===== config.mk =====
export PLATFORM = sky130hd
export DESIGN_NAME = dram_port_arbiter
export DESIGN_NICKNAME = d
export VERILOG_FILES = /design/src/rtl/dram_port_arbiter.sv
export SDC_FILE = /design/constraint.sdc
export NUM_CORES = 1
export LEC_CHECK = 0
export BUFFER_PORTS_ARGS = -buffer_cell sky130_fd_sc_hd__buf_2
export CORE_AREA = 2 2 120 122
export DETAILED_ROUTE_END_ITERATION = 12
export DIE_AREA = 0 0 122 124
export GPL_ROUTABILITY_DRIVEN = 0
export PLACE_DENSITY = 0.65
export SLEW_MARGIN = 10
export SYNTH_ARGS = -nofsm -noshare
export SYNTH_HDL_FRONTEND = slang
export SYNTH_SLANG_ARGS = --single-unit

===== constraint.sdc =====
create_clock -name clk -period 3.15 [get_ports clk]
set_clock_uncertainty 0.1 [all_clocks]
set_input_delay 0.945 -clock clk [delete_from_list [all_inputs] [get_ports clk]]
set_output_delay 0.945 -clock clk [all_outputs]
set_load 0.01 [all_outputs]

===== src/rtl/dram_port_arbiter.sv =====
// dram_port_arbiter
//   Shares data_ram port A between the CPU MEM stage (m0) and a debug/loader
//   master (m1). One access is in flight at a time. Each access runs
//   IDLE -> ISSUE -> WAIT* -> DONE. The WAIT cycles cover the RAM read latency.
//   Ties go to the port that did not win last time.
//
// Ports
//   clk, resetn         clock; async reset, active HIGH despite the name
//   mX_req/wen/addr/wdata  request inputs, wen==0 means read
//   mX_gnt              port owns the RAM (ISSUE/WAIT/DONE)
//   mX_done/rdata       one-cycle completion pulse; rdata valid only with done
//   ram_wen/addr/wdata  to data_ram port A
//   ram_rdata           from data_ram port A
//   busy                an access is in progress
module dram_port_arbiter #(
  parameter int ADDR_W = 32,
  parameter int DATA_W = 32,
  parameter int RD_LAT = 1
) (
  input  logic              clk,
  input  logic              resetn,
  input  logic              m0_req,
  input  logic [3:0]        m0_wen,
  input  logic [ADDR_W-1:0] m0_addr,
  input  logic [DATA_W-1:0] m0_wdata,
  output logic              m0_gnt,
  output logic              m0_done,
  output logic [DATA_W-1:0] m0_rdata,
  input  logic              m1_req,
  input  logic [3:0]        m1_wen,
  input  logic [ADDR_W-1:0] m1_addr,
  input  logic [DATA_W-1:0] m1_wdata,
  output logic              m1_gnt,
  output logic              m1_done,
  output logic [DATA_W-1:0] m1_rdata,
  output logic [3:0]        ram_wen,
  output logic [ADDR_W-1:0] ram_addr,
  output logic [DATA_W-1:0] ram_wdata,
  input  logic [DATA_W-1:0] ram_rdata,
  output logic              busy
);

  typedef enum logic [1:0] {S_IDLE, S_ISSUE, S_WAIT, S_DONE} state_t;

  // WAIT lasts RD_LAT-1 cycles. The counter is loaded with RD_LAT-2 and
  // leaves WAIT when it reads 0.
  localparam int         CNT_INIT_I = (RD_LAT >= 2) ? RD_LAT - 2 : 0;
  localparam logic [1:0] CNT_INIT   = 2'(CNT_INIT_I);

  state_t              r_state, w_next;
  logic                r_owner;      // 0 = m0, 1 = m1
  logic                r_last;       // last granted port
  logic [1:0]          r_cnt, w_cnt_nxt;
  logic [3:0]          r_wen;
  logic [ADDR_W-1:0]   r_addr;
  logic [DATA_W-1:0]   r_wdata;
  logic                w_grant, w_sel;

  always_comb begin
    w_next    = r_state;
    w_cnt_nxt = r_cnt;
    w_grant   = 1'b0;
    w_sel     = 1'b0;
    case (r_state)
      S_IDLE: begin
        if (m0_req && m1_req) begin
          w_grant = 1'b1;
          w_sel   = ~r_last;
        end else if (m0_req) begin
          w_grant = 1'b1;
          w_sel   = 1'b0;
        end else if (m1_req) begin
          w_grant = 1'b1;
          w_sel   = 1'b1;
        end
        if (w_grant) w_next = S_ISSUE;
      end
      S_ISSUE: begin
        if (RD_LAT == 1) begin
          w_next = S_DONE;
        end else begin
          w_next    = S_WAIT;
          w_cnt_nxt = CNT_INIT;
        end
      end
      S_WAIT: begin
        if (r_cnt == 2'd0) w_next = S_DONE;
        else               w_cnt_nxt = r_cnt - 2'd1;
      end
      S_DONE:  w_next = S_IDLE;
      default: w_next = S_IDLE;
    endcase
  end

  always_ff @(posedge clk or posedge resetn) begin
    if (resetn) begin
      r_state <= S_IDLE;
      r_owner <= 1'b0;
      r_last  <= 1'b1;
      r_cnt   <= 2'd0;
      r_wen   <= 4'd0;
      r_addr  <= '0;
      r_wdata <= '0;
    end else begin
      r_state <= w_next;
      r_cnt   <= w_cnt_nxt;
      if (w_grant) begin
        r_owner <= w_sel;
        r_last  <= w_sel;
        r_wen   <= w_sel ? m1_wen   : m0_wen;
        r_addr  <= w_sel ? m1_addr  : m0_addr;
        r_wdata <= w_sel ? m1_wdata : m0_wdata;
      end
    end
  end

  always_comb begin
    busy      = (r_state != S_IDLE);
    ram_addr  = r_addr;
    ram_wdata = r_wdata;
    ram_wen   = (r_state == S_ISSUE) ? r_wen : 4'd0;
    m0_gnt    = busy && !r_owner;
    m1_gnt    = busy &&  r_owner;
    m0_done   = (r_state == S_DONE) && !r_owner;
    m1_done   = (r_state == S_DONE) &&  r_owner;
    m0_rdata  = m0_done ? ram_rdata : '0;
    m1_rdata  = m1_done ? ram_rdata : '0;
  end

endmodule


==> metrics.md <==
| Metric | Value |
|---|---|
| I/O pin total | `309` |
| GRT Overall Usage | `20.4%` |
| DP Wirelength | `11500 um` |
| Cell leakage power | `3.09 nW` |
| Critical-path cell list | `ha_1 > and2b_1 > and2_1 > buf_2` |
| Crit Path Max Fanout | `33` |
| Synth top cells by count | `dfrtp_1 (73), nor2_1 (70), a31oi_1 (68), o2111ai_1 (68), o21ai_1 (47)` |
| Final non-filler cell total | `967` |
| Layout cell share with drive strength beyond 1 | `44.6%` |
| # setup viols final | `0` |
| Grt met2 use | `32.8%` |
| Wirelength per Cell | `16.8 um` |
| Highest clock rate | `342 MHz` |
| Synth Net Count | `690` |
| Worst-Skew Late Latency | `0.33 ns` |
| Max-Cap Viols | `0` |
| DRC viols | `0` |
| Cell accounting for the most synthesized area | `dfrtp_1` |
| Worst slew pin tran | `0.750 ns` |
| Initial antenna violation count | `0` |
| Number of warning messages in the yosys log | `0` |
| Synth cell types | `27` |
| Cell Area, Synth | `4480 um2` |
| Global Route met1 Usage | `27.4%` |
| WS Path Type | `reg2out` |
| 1st-iter DRT viols | `319` |
| Core Area | `13700 um2` |
| Initial Utilization | `32.6%` |
| Num CTS Buffers | `9` |
| Slowest Stage Delay on Critical Path | `0.62 ns` |
| Die X | `122 um` |
| Mapped Cells | `513` |
| Root Buffer | `clkbuf_16` |
| Routed Antenna Nets | `0` |
| Die area | `15100 um2` |
| Avg Synthesized Cell Area | `8.73 um2` |
| Top FF cell, synth | `dfrtp_1` |
| VDD IR-drop max | `371 uV` |
| Post-CTS Hold Fix Bufs | `0` |
| GRT busiest layer | `met2` |
| Sequential-to-total area share from yosys stat | `41.4%` |
| Vias in the first global route | `4608` |
| Hold Fails Final Rpt | `0` |
| Number of synthesized register bits | `74` |
| Clock Sinks | `74` |
| Rows | `43` |
| Asr flop ratio synth | `100%` |
| Port buffer count | `308` |
| Post-layout min period | `2.92 ns` |
| Post-synth EDFFs | `0` |
| Number of placed instances, taps included | `951` |
| Setup repair after global routing missed its margin | `no` |
| Clock transition at path regs | `0.06 ns` |
| Relative slew slack | `49.9%` |
| Outcome | `completed` |
| WP data arrival | `1.88 ns` |
| Power density cells | `882 nW/um2` |
| Die height | `124 um` |
| Hold Crit Class | `reg2reg` |
| Nets | `959` |
| Area Growth Syn to Fin | `42.0%` |
| Setup TNS | `0 ns` |
| Synth top area cells | `dfrtp_1 (41%), o2111ai_1 (13%), a31oi_1 (9.5%), nor2_1 (5.9%), and2_1 (5.3%)` |
| Via count | `5061` |
| First-pass GRT wire length | `24200 um` |
| CTS tree | `built` |
| Routed WL | `16300 um` |
| Largest net degree at the start of global routing | `75` |
| CP Capture Type | `output port` |
| Clk buf depth | `2` |
| Worst Path Required | `2.10 ns` |
| Startpoint Class | `flip-flop` |
| Cell with the most instances after synthesis | `dfrtp_1` |
| Met3 usage | `4.03%` |
| DR pass1 iterations | `5` |
| Diode count | `0` |
| Post-CTS setup buffers | `0` |
| CP max stage cell | `and2b_1` |
| Global route total overflow | `0` |
| Final Max Slew Viols | `0` |
| Maximum level of the CTS H-tree | `3` |
| # resized after CTS | `0` |
| Avg Vias per Cell | `5.23` |
| Tcrit/Tclk final | `92.8%` |
| Synth top area share | `40.8%` |
==> sequential cells by signal, summed over array words and instances, names as in the netlist <==
name,cells
r_wen,4
ram_addr,32
r_owner,1
r_last,1
r_state,2
ram_wdata,32
r_cnt,2
==> path summary, 6_finish.rpt <==
kind,start,cells after the start,end,slack (ns)
worst max-delay path,r_state[1]$_DFFE_PP0P_,4,m0_rdata[2],0.23
worst min-delay path,r_cnt[1]$_DFFE_PP0P_,2,r_cnt[1]$_DFFE_PP0P_,0.38
worst max register to register,r_state[0]$_DFFE_PP0P_,7,ram_addr[27]$_DFFE_PP0P_,0.84
worst min register to register,r_cnt[1]$_DFFE_PP0P_,2,r_cnt[1]$_DFFE_PP0P_,0.38
max in group asynchronous,resetn,3,r_last$_DFFE_PP1P_,2.01
min in group asynchronous,resetn,3,ram_wdata[12]$_DFFE_PP0P_,0.59
==> metrics by stage <==
stage / total power [mW] / hold slack (ns) / area [um2] / util, % / setup slack, ns
after floorplan: 3.50 / 0.346 / 4480 / - / 0.225
after global placement: 4.59 / 0.365 / 6060 / 44.2 / 0.689
after detailed placement: 4.61 / 0.377 / 6060 / 44.2 / 0.588
after CTS: 5.66 / 0.390 / 6350 / 46.3 / 0.219
after global routing: 6.05 / 0.399 / 6350 / 46.3 / 0.0652
final: 5.61 / 0.382 / 6350 / 46.3 / 0.226
==> report_power, final <==
part,leakage (nW),switching (mW),internal (mW),total [mW]
clock network,0.149,0.393,0.632,1.03
registers,0.825,0.230,1.42,1.65
logic,2.11,1.78,1.15,2.93
==> layer usage <==
metal  share of wire (%)  vias up
met4                 1.6        0
met2                  47      206
met5                   0        -
li1                    -     2476
met3                 7.5       22
met1                  44     2357
==> cell usage in the layout (no fill, tap or decap), types with 2 or more instances in the layout <==
cell / synthesis / routed
a31oi_1: 68 / 68
and2_1: 38 / 37
and3_1: 32 / 32
buf_12: 0 / 3
buf_2: 18 / 308
buf_4: 10 / 16
clkbuf_16: 0 / 9
clkinv_2: 0 / 4
dfrtp_1: 73 / 73
ha_1: 5 / 4
inv_1: 6 / 5
inv_2: 3 / 3
nor2_1: 70 / 70
o2111ai_1: 68 / 68
o21ai_0: 22 / 22
o21ai_1: 47 / 47
o22ai_1: 2 / 2
==> final cells by class <==
class | count | area, um2
fillers | 1395 | 7360
multi-input cells | 361 | 2220
flip-flops and latches | 74 | 1850
repair buffers | 327 | 1720
clock buffers | 11 | 243
well taps | 180 | 225
clock inverters | 5 | 53.8
inverters | 9 | 35.0
==> critical path, delay by kind of cell (launching register included) <==
kind                     cells  cell delay (ns)
adder cells (fa/ha/maj)      1             0.18
buffers and inverters        1             0.13
flip-flops                   1             0.39
AND/OR/NAND/NOR              2             0.84
==> logic make-up after synthesis <==
family / count (synthesis) / share of synthesized area (%)
adders and majority gates: 5 / 1.40
muxes: 2 / 0.475
xor gates and xnor gates: 1 / 0.196
AOI/OAI and AO/OA: 209 / 31.3
and+or+nand+nor: 144 / 16.2
buffers and inverters: 78 / 9.03
DFF: 74 / 41.4
Note: power is estimated with default switching activity, not from simulation.
